## config.mk

```make
export PLATFORM = sky130hd
export DESIGN_NAME = ff_array_param
export DESIGN_NICKNAME = d
export VERILOG_FILES = /design/src/rtl/ff_array_param.sv
export SDC_FILE = /design/constraint.sdc
export NUM_CORES = 1
export LEC_CHECK = 0
export CAP_MARGIN = 20
export CORE_UTILIZATION = 55
export CTS_BUF_LIST = sky130_fd_sc_hd__clkbuf_4 sky130_fd_sc_hd__clkbuf_8
export CTS_CLUSTER_DIAMETER = 30
export DETAILED_ROUTE_END_ITERATION = 8
export PLACE_DENSITY = 0.85
export SYNTH_ARGS = -nofsm -noshare
export SYNTH_HDL_FRONTEND = slang
export SYNTH_SLANG_ARGS = --single-unit
```

## constraint.sdc

```tcl
create_clock -name clk -period 2.1 [get_ports clk]
set_input_delay 0.42 -clock clk [delete_from_list [all_inputs] [get_ports clk]]
set_output_delay 0.42 -clock clk [all_outputs]
set_load 0.02 [all_outputs]
```

## src/rtl/ff_array_param.sv

```systemverilog
// Parametrised flip-flop register array: per-entry valid bits, byte-enable writes, bulk clear, occupancy count.
// Read response and error strobe have 1-cycle latency; no backpressure, one request is accepted every cycle.
module ff_array_param #(
  parameter int WIDTH = 8,
  parameter int DEPTH = 8,
  localparam int AW = $clog2(DEPTH),
  localparam int BW = WIDTH / 8,
  localparam int CW = $clog2(DEPTH + 1)
) (
  input  logic             clk,
  input  logic             resetn,
  input  logic [WIDTH-1:0] din,
  input  logic [AW-1:0]    addr,
  input  logic             wr,
  input  logic             rd,
  input  logic [BW-1:0]    be,
  input  logic             clr,
  output logic [WIDTH-1:0] dout,
  output logic             dout_valid,
  output logic             hit,
  output logic             error,
  output logic [CW-1:0]    valid_cnt
);

  localparam logic [AW:0] DEPTH_A = (AW + 1)'(DEPTH);

  logic [WIDTH-1:0] mem [DEPTH];
  logic [DEPTH-1:0] valid;
  logic             in_range;
  logic [WIDTH-1:0] old_word;
  logic [WIDTH-1:0] new_word;

  assign in_range = ({1'b0, addr} < DEPTH_A);

  // Unselected bytes of a previously invalid entry read back as zero, never stale data.
  always_comb begin
    old_word = valid[addr] ? mem[addr] : '0;
    new_word = old_word;
    for (int i = 0; i < BW; i++) begin
      if (be[i]) new_word[8*i +: 8] = din[8*i +: 8];
    end
  end

  always_ff @(posedge clk or negedge resetn) begin
    if (!resetn) begin
      for (int i = 0; i < DEPTH; i++) mem[i] <= '0;
      valid      <= '0;
      valid_cnt  <= '0;
      dout       <= '0;
      dout_valid <= 1'b0;
      hit        <= 1'b0;
      error      <= 1'b0;
    end else begin
      dout       <= '0;
      dout_valid <= 1'b0;
      hit        <= 1'b0;
      error      <= 1'b0;
      if (clr) begin
        for (int i = 0; i < DEPTH; i++) mem[i] <= '0;
        valid     <= '0;
        valid_cnt <= '0;
      end else if (wr && rd) begin
        error <= 1'b1;
      end else if ((wr || rd) && !in_range) begin
        error <= 1'b1;
      end else if (wr) begin
        if (|be) begin
          mem[addr]   <= new_word;
          valid[addr] <= 1'b1;
          if (!valid[addr]) valid_cnt <= valid_cnt + CW'(1);
        end
      end else if (rd) begin
        dout_valid <= 1'b1;
        hit        <= valid[addr];
        dout       <= valid[addr] ? mem[addr] : '0;
      end
    end
  end

endmodule

```

==> results of run 1 <==
cells in the mapped netlist, drive strengths merged (2+ instances only):
| cell | number |
|---|---|
| nand3 | 6 |
| nand2 | 28 |
| and2 | 11 |
| nor3 | 2 |
| clkbuf | 15 |
| a21o | 9 |
| mux2i | 11 |
| o2bb2ai | 4 |
| a21oi | 17 |
| mux2 | 8 |
| nand2b | 2 |
| o21ai | 12 |
| dfrtp | 87 |
| a221oi | 2 |
| a31o | 3 |
| inv | 6 |
| a22o | 60 |
| a22oi | 3 |
| buf | 10 |
| nor2b | 5 |
| nor2 | 11 |
| and3 | 2 |
| mux4 | 5 |
| nor3b | 2 |
where the power goes:
part           leakage [nW]  internal [W]  switching (W)  total (W)
clock                0.0909      0.000583       0.000571    0.00115
combinational          1.01      0.000122       0.000181   0.000303
sequential             1.21       0.00168     0.00000669    0.00169
worst paths after layout:
kind / end / slack [ns] / cells after the start
setup / recovery: mem[30]$_DFFE_PN0P_ / 0.15 / 5
hold / removal: mem[63]$_DFFE_PN0P_ / 0.07 / 2
setup reg to reg: valid_cnt[1]$_DFFE_PN0P_ / 0.41 / 6
hold reg to reg: valid[6]$_DFFE_PN0P_ / 0.48 / 1
max in group asynchronous: mem[19]$_DFFE_PN0P_ / 1.65 / 2
min in group clk: valid[6]$_DFFE_PN0P_ / 0.48 / 1
cell usage in the layout (no fill, tap or decap), types with 3 or more instances in the layout:
| cell | Yosys | layout |
|---|---|---|
| dfrtp_1 | 87 | 87 |
| a22o_1 | 60 | 60 |
| buf_4 | 2 | 48 |
| clkdlybuf4s50_1 | 0 | 30 |
| nand2_1 | 28 | 28 |
| a21oi_1 | 17 | 15 |
| o21ai_0 | 12 | 12 |
| mux2i_1 | 11 | 11 |
| nor2_1 | 11 | 11 |
| and2_1 | 11 | 11 |
| clkbuf_8 | 0 | 10 |
| a21o_1 | 9 | 9 |
| nand3_1 | 6 | 6 |
| mux2_2 | 6 | 6 |
| inv_1 | 6 | 6 |
| nor2b_1 | 5 | 5 |
| o2bb2ai_1 | 4 | 4 |
| mux4_1 | 3 | 3 |
| a22oi_1 | 3 | 3 |
kinds of logic after synthesis:
| kind of cell | share of synthesized area |
|---|---|
| AOI/OAI and AO/OA | 0.227 |
| adders and majority gates | 0.00318 |
| buffers and inverters | 0.0368 |
| DFF | 0.553 |
| muxes | 0.0832 |
| and+or+nand+nor | 0.0975 |
final cells by class:
cell class,count,area (sq um),area share
multi-input cells,215,1630,0.336
clock buffers,11,145,0.0300
repair buffers,80,701,0.145
clock inverters,3,45.0,0.00931
inverters,6,22.5,0.00466
well taps,96,120,0.0248
flip-flops and latches,87,2180,0.450
state kept, by name, summed over array words and instances (netlist names):
register / flops
hit: 1
mem: 64
valid_cnt: 4
dout_valid: 1
error: 1
valid: 8
dout: 8
metal layers:
layer,GRT usage,vias up,wire (um)
li1,-,1373,-
met1,0.414,1645,4230
met2,0.478,158,5000
met3,0.0600,35,907
met4,0.171,0,390
met5,0,-,0
worst register-to-register path, cell delays in order, from the launching register on:
cell and delay [ns]:
dfrtp_1 0.39, mux2_1 0.31, a222oi_1 0.32, buf_4 0.18
buf_4 0.14, a21oi_1 0.06, a31o_1 0.18
stage by stage:
step | cell area [sq um] | std cells | setup WS, ns
global route | 4840 | 498 | 0.0397
floorplan | 3940 | 333 | 0.219
global placement | 4630 | 483 | -0.270
finish | 4840 | 498 | 0.147
detailed placement | 4630 | 483 | -0.255
CTS | 4820 | 497 | 0.0825
what timing repair did:
| action | in CTS | in global routing |
|---|---|---|
| setup buffers | 0 | 1 |
| setup endpoints to repair | 0 | 10 |
| resized for setup | 0 | 2 |
==> results.tsv, run 1 <==
metric	value	unit
rsz0062_at_grt	false	
fin_util	0.704	
grt_pass1_wl	16900	um
yosys_warnings	0	
insertion_delay	0.36	ns
synth_area_leader_cell	dfrtp_1	
drt_first_pass_iters	5	
drtAntennaViolNets	0	
drv_slew	0	
avgSynthCellArea	11.8	sq um
synth_cell_types	44	
io_buffers	31	
numCtsBuffers	9	
power-per-cell-area	651	nW/um^2
crit_type	input port to flip-flop	
gr-total-overflow	0	
p_leak	2.31	nW
hold_viol_final	0	
core_area	6870	sq um
synth_edf_count	0	
slew_headroom	0.495	
cp-startpoint	be	
clockBufferDepth	2	
grtUsageTotal	0.309	
insertedDiodeCount	0	
pin_count	32	
cp_cell_sequence	clkdlybuf4s50_1 -> and4bb_2 -> nand2b_1 -> nor3b_2 -> a22o_1	
wire_per_inst	21.1	um
finalHoldWorstSlack	0.0744	ns
worst_ep_required_time	2.40	ns
period_share	0.930	
peakVddDrop	0.383	mV
viasPerCell	6.45	
cts_num_sinks	87	
arrival	2.25	ns
wirelength	10500	um
total_power	0.00315	W
initial_core_util	0.574	
reg2reg_from	valid[7]$_DFFE_PN0P_	
cts-root-buf	clkbuf_8	
syn_area	3940	sq um
antenna_found_initial	0	
status	finished clean	
synth_top_cell_area_share	0.553	
route.detailed.drc	0	
die_width	86.6	um
drive_gt1_frac	0.204	
fin_crit	1.95	ns
critPathBufInv	1	
die_h	86.6	um
place_hpwl	7130	um
holdCritPathClass	input port to asynchronous set/reset pin	
start_kind	input port	
area_delta_synth_final	22.7	%
slowest_delay	0.59	ns
clk_pin_slew	0.09	ns
finalNetCount	417	
path_max_fanout	9	
setup_viol	0	
grt_max_degree	88	
grt_pass1_vias	3273	
path_delay_family	simple AND/OR/NAND/NOR gates	
maxCapViolations	0	
dieArea	7510	sq um
fp-row-count	30	
synth-main-ff-cell	dfrtp_1	
htreeDepth	3	
cts_hold_buf	0	
fillers	494	
gp_congestion	0.899	
synthTopCellsByArea	dfrtp_1 55%, a22o_1 13%, mux2i_1 2.8%	
ys_async_sr_fraction	1.00	
first_iter_violations	299	
seq_area_frac_synth	0.553	
num_vias	3211	
crit_slowest_cell	nor3b_2	
synth_cells	333	
worst_slew_pin_slew	0.758	ns
worstSetupEndpointType	flip-flop	
synth_nets	351	
tns	0	ns
ys_ff_latch	87	
fmax	0.512	GHz
finClkSkew	0.0145	ns
cts_tree	done	
Power figures use the tool's default switching activity.
==> run 2, diff against run 1 <==
Settings changed: SLEW_MARGIN set to 10.
Clock period 2.1 ns to 1.9 ns, I/O delays scaled along.
==> run 2 against run 1 <==
  * Critical path depth decreased by 4
  * Register-to-register slack got worse by 0.25 ns
  * Die area unchanged
  * Power increased by 16%
  * Utilization increased by 1.8 points
  * Hold slack got worse by 0.072 ns
  * Largest cell class unchanged
  * Clock-buffer cell count decreased by 1
==> results.tsv, run 2 (synthesis results as in run 1) <==
metric	value	unit
gp_congestion	0.866	
viasPerCell	6.38	
clockBufferDepth	2	
insertion_delay	0.36	ns
route.detailed.drc	0	
place_hpwl	7060	um
die_width	86.6	um
status	finished clean	
cts_tree	done	
place_ws	-0.464	ns
peakVddDrop	0.475	mV
fillers	464	
gr-total-overflow	0	
cp_cell_sequence	clkdlybuf4s50_1	
slew_headroom	0.532	
fin_crit	1.84	ns
drive_gt1_frac	0.222	
fp-row-count	30	
core_area	6870	sq um
period_share	0.968	
maxCapViolations	0	
fin_ws	0.0616	ns
top_regs	mem: 64 flops, dout: 8 flops, valid: 8 flops	
start_kind	flip-flop	
drt_first_pass_iters	5	
cts-root-buf	clkbuf_8	
pin_count	32	
finClkSkew	0.00688	ns
critPathBufInv	1	
power-per-cell-area	734	nW/um^2
layout.cells.most_common_list	87 x dfrtp_1, 60 x a22o_1, 50 x buf_4, 28 x nand2_1, 27 x clkdlybuf4s50_1	
path_delay_family	buffers and inverters	
arrival	1.46	ns
fmax	0.544	GHz
drv_slew	0	
total_power	0.00364	W
io_buffers	31	
layout_commonest_cell	dfrtp_1	
path_max_fanout	5	
wirelength	10600	um
dieArea	7510	sq um
finalNetCount	423	
wire_per_inst	21.0	um
setup_viol	0	
worst_ep_required_time	1.52	ns
crit_slowest_cell	clkdlybuf4s50_1	
worst_slew_pin_slew	0.699	ns
worstSetupEndpointType	output port	
holdCritPathClass	input port to asynchronous set/reset pin	
drtAntennaViolNets	0	
insertedDiodeCount	0	
antenna_found_initial	0	
htreeDepth	3	
grt_pass1_wl	17200	um
crit_type	flip-flop to output port	
grt_pass1_vias	3330	
numCtsBuffers	9	
first_iter_violations	283	
die_h	86.6	um
largest_reg_flops	64	
initial_core_util	0.574	
largest_register	mem	
cts_num_sinks	87	
slowest_delay	0.66	ns
p_leak	2.39	nW
clk_pin_slew	0.09	ns
hold_viol_final	0	
num_vias	3222	
rsz0062_at_grt	false	
grtUsageTotal	0.312	
area_delta_synth_final	25.8	%
grt_max_degree	42	
## run 2: power by group
| group | switching, W | total [W] | leakage (nW) | internal (W) |
|---|---|---|---|---|
| logic | 0.000205 | 0.000355 | 1.07 | 0.000149 |
| clock network | 0.000665 | 0.00142 | 0.110 | 0.000753 |
| registers | 0.00000739 | 0.00187 | 1.21 | 0.00186 |
## run 2: per-layer routing
metal | global-route usage | wire length (um) | vias to the layer above
met5 | 0 | 0 | -
met1 | 0.416 | 4270 | 1624
met3 | 0.0419 | 851 | 37
li1 | - | - | 1382
met2 | 0.497 | 5150 | 179
met4 | 0.171 | 347 | 0
## run 2: per-stage QoR
stage	cells	util	area, sq um	hold WS [ns]	setup TNS, ns
after global placement	489	0.684	4700	0.394	-22.15
final	505	0.722	4960	0.00216	0
after detailed placement	489	0.684	4700	0.396	-24.98
after global routing	505	0.722	4960	0.0427	0
after floorplan	333	-	3940	0.0844	0
after CTS	505	0.719	4940	0.0133	0
## run 2: cell type report
class,count,area [sq um],share of cell area
clock buffer,10,131,0.0265
clock inverter,5,82.6,0.0167
inverter,6,22.5,0.00454
timing repair buffer,86,782,0.158
tap,96,120,0.0242
sequential,87,2180,0.439
multi-input combinational,215,1640,0.331
## run 2: path summary, 6_finish.rpt
path,slack [ns],depth (start not counted),to,start
max,0.06,1,valid_cnt[0],valid_cnt[0]$_DFFE_PN0P_
min,0.002,1,mem[47]$_DFFE_PN0P_,resetn
max reg2reg,0.16,6,valid_cnt[0]$_DFFE_PN0P_,valid[2]$_DFFE_PN0P_
min reg2reg,0.49,1,valid[4]$_DFFE_PN0P_,valid[4]$_DFFE_PN0P_
max in group asynchronous,1.37,2,mem[33]$_DFFE_PN0P_,resetn
min in group clk,0.49,1,valid[4]$_DFFE_PN0P_,valid[4]$_DFFE_PN0P_
## run 2: repair_timing
action	CTS	global route
hold buffers	0	0
buffers inserted	1	0
gates resized for setup	5	6
endpoints found under the setup margin	32	34
pin swaps	1	1
hold endpoints to repair	0	0
==> run 3, diff against run 2 <==
Settings changed: CORE_UTILIZATION 55 to 60, PLACE_DENSITY 0.85 to 0.91.
==> run 3 against run 2 <==
  * Worst setup slack got worse by 0.080 ns
  * Sequential share of layout area up 0.35 points
  * Critical path depth increased by 4
  * The flow now finishes with violations (setup timing)
  * Global-route usage grew 2.9 points
  * Register-to-register slack improved by 0.02 ns
  * Sequential power about the same
  * Combinational power increased by 2%
  * Largest power group unchanged
==> results.tsv, run 3 (synthesis results as in run 1) <==
metric	value	unit
status	complete, but fails checks	
violations	setup timing	
numCtsBuffers	9	
grt_max_degree	36	
fp-row-count	29	
cp-startpoint	wr	
total_power	0.00348	W
io_buffers	31	
drv_slew	0	
core_area	6350	sq um
swShare	0.260	
reg2reg_depth	6	
grt_pass1_vias	3355	
internal-power	0.00258	W
rsz0062_at_grt	true	
pwr-share-seq	0.537	
clock_power_share	0.359	
r2r-end	valid_cnt[0]$_DFFE_PN0P_	
slowest_delay	0.56	ns
cp_cell_sequence	clkdlybuf4s50_1 -> and4bb_2 -> nand2b_1 -> nor2_2 -> a22o_1	
largest_reg_flops	64	
num_vias	3412	
path_max_fanout	9	
hold_path_startpoint	valid[0]$_DFFE_PN0P_	
crit_type	input port to flip-flop	
hold_viol_final	0	
grtUsageTotal	0.341	
crit_slowest_cell	clkdlybuf4s50_1	
fin_crit	1.92	ns
grt_pass1_wl	17700	um
fin_ws	-0.0188	ns
pin_count	32	
dieArea	6890	sq um
insertion_delay	0.38	ns
worstSetupEndpointType	flip-flop	
maxCapViolations	0	
critPathBufInv	1	
antenna_found_initial	0	
start_kind	input port	
gr-total-overflow	0	
r2r_slack	0.18	ns
cts_tree	done	
wirelength	11200	um
die_h	83.0	um
clockBufferDepth	2	
worst_slew_pin_slew	0.617	ns
cts_num_sinks	87	
regArea	2180	sq um
clk_pin_slew	0.08	ns
area_delta_synth_final	24.8	%
fmax	0.521	GHz
period_share	1.01	
route.detailed.drc	0	
reg2reg_from	valid[6]$_DFFE_PN0P_	
initial_core_util	0.620	
layoutNonFillerInstCount	488	
cts-root-buf	clkbuf_8	
switchingPower	0.000905	W
path_delay_family	simple AND/OR/NAND/NOR gates	
tns	-0.0705	ns
slew_headroom	0.588	
gp_congestion	0.848	
wire_per_inst	23.0	um
die_width	83.0	um
setup_viol	7	
power-per-cell-area	708	nW/um^2
layout.cells.most_common_list	87 x dfrtp_1, 60 x a22o_1, 51 x buf_4, 29 x clkdlybuf4s50_1, 28 x nand2_1	
multi_input_area	1650	sq um
drive_gt1_frac	0.229	
min_delay_worst_endpoint	valid[0]$_DFFE_PN0P_	
drtAntennaViolNets	0	
insertedDiodeCount	0	
peakVddDrop	0.538	mV
power_frac_comb	0.104	
htreeDepth	3	
place_hpwl	7290	um
whs_path_depth	1	
p_leak	2.37	nW
layout_commonest_cell	dfrtp_1	
top_regs	mem: 64 flops, dout: 8 flops, valid: 8 flops	
first_iter_violations	521	
arrival	2.22	ns
fillers	374	
holdCritPathClass	flip-flop to flip-flop	
finalNetCount	424	
drt_first_pass_iters	5	
largest_register	mem	
worst_ep_required_time	2.21	ns
finClkSkew	0.0114	ns
dpl.cell_count	470	
viasPerCell	6.99	
## run 3: repair_timing
action | 4_1_cts | 5_1_grt
setup endpoints to repair | 28 | 36
endpoints found under the hold margin | 32 | 0
hold buffers | 1 | 0
gates resized for setup | 2 | 8
pin swaps | 1 | 1
setup buffers | 1 | 0
## run 3: metal layers
layer | vias up | share of wire | global-route usage
met4 | 0 | 0.044 | 0.171
met3 | 57 | 0.11 | 0.0755
met5 | - | 0 | 0
met1 | 1685 | 0.38 | 0.465
met2 | 283 | 0.47 | 0.519
li1 | 1387 | - | -
## run 3: worst max-delay path by stage
stage                                to  slack, ns  depth (start not counted)
floorplan             dout[2]$_DFF_PN0_       0.06                          6
global placement    mem[35]$_DFFE_PN0P_      -0.44                          6
detailed placement  mem[39]$_DFFE_PN0P_      -0.46                          6
CTS                 mem[25]$_DFFE_PN0P_      -0.02                          5
global route        mem[25]$_DFFE_PN0P_      -0.06                          5
finish              mem[41]$_DFFE_PN0P_      -0.02                          5
## run 3: worst reg2reg max path, stage by stage (launching register included)
cell      delay, ns
dfrtp_1        0.41
mux2_1         0.29
a222oi_1       0.31
buf_4          0.18
buf_4          0.14
and2_1         0.16
o21ai_0        0.11
## run 3: power groups by stage
| stage | Clock (W) | Sequential, W | Combinational (W) |
|---|---|---|---|
| 6_report | 0.00125 | 0.00187 | 0.000363 |
| 5_1_grt | 0.00133 | 0.00187 | 0.000384 |
| 4_1_cts | 0.00124 | 0.00187 | 0.000350 |
| 3_5_place_dp | 0 | 0.00190 | 0.000343 |
| 3_3_place_gp | 0 | 0.00190 | 0.000334 |
| 2_1_floorplan | 0 | 0.00191 | 0.000140 |
## run 3: per-stage QoR
stage           util  hold WS, ns  worst slack (ns)  instance area, sq um
5_1_grt        0.775        0.498           -0.0591                  4920
3_3_place_gp   0.737        0.362            -0.437                  4680
6_report       0.775        0.486           -0.0188                  4920
4_1_cts        0.770        0.484           -0.0211                  4890
3_5_place_dp   0.737        0.362            -0.464                  4680
2_1_floorplan      -       0.0844            0.0592                  3940
## run 3: final cells by class
type	count	area share
Timing Repair Buffer	87	0.160
Multi-Input combinational cell	215	0.335
Clock inverter	4	0.00585
Clock buffer	12	0.0323
Tap cell	77	0.0196
Inverter	6	0.00458
Sequential cell	87	0.443
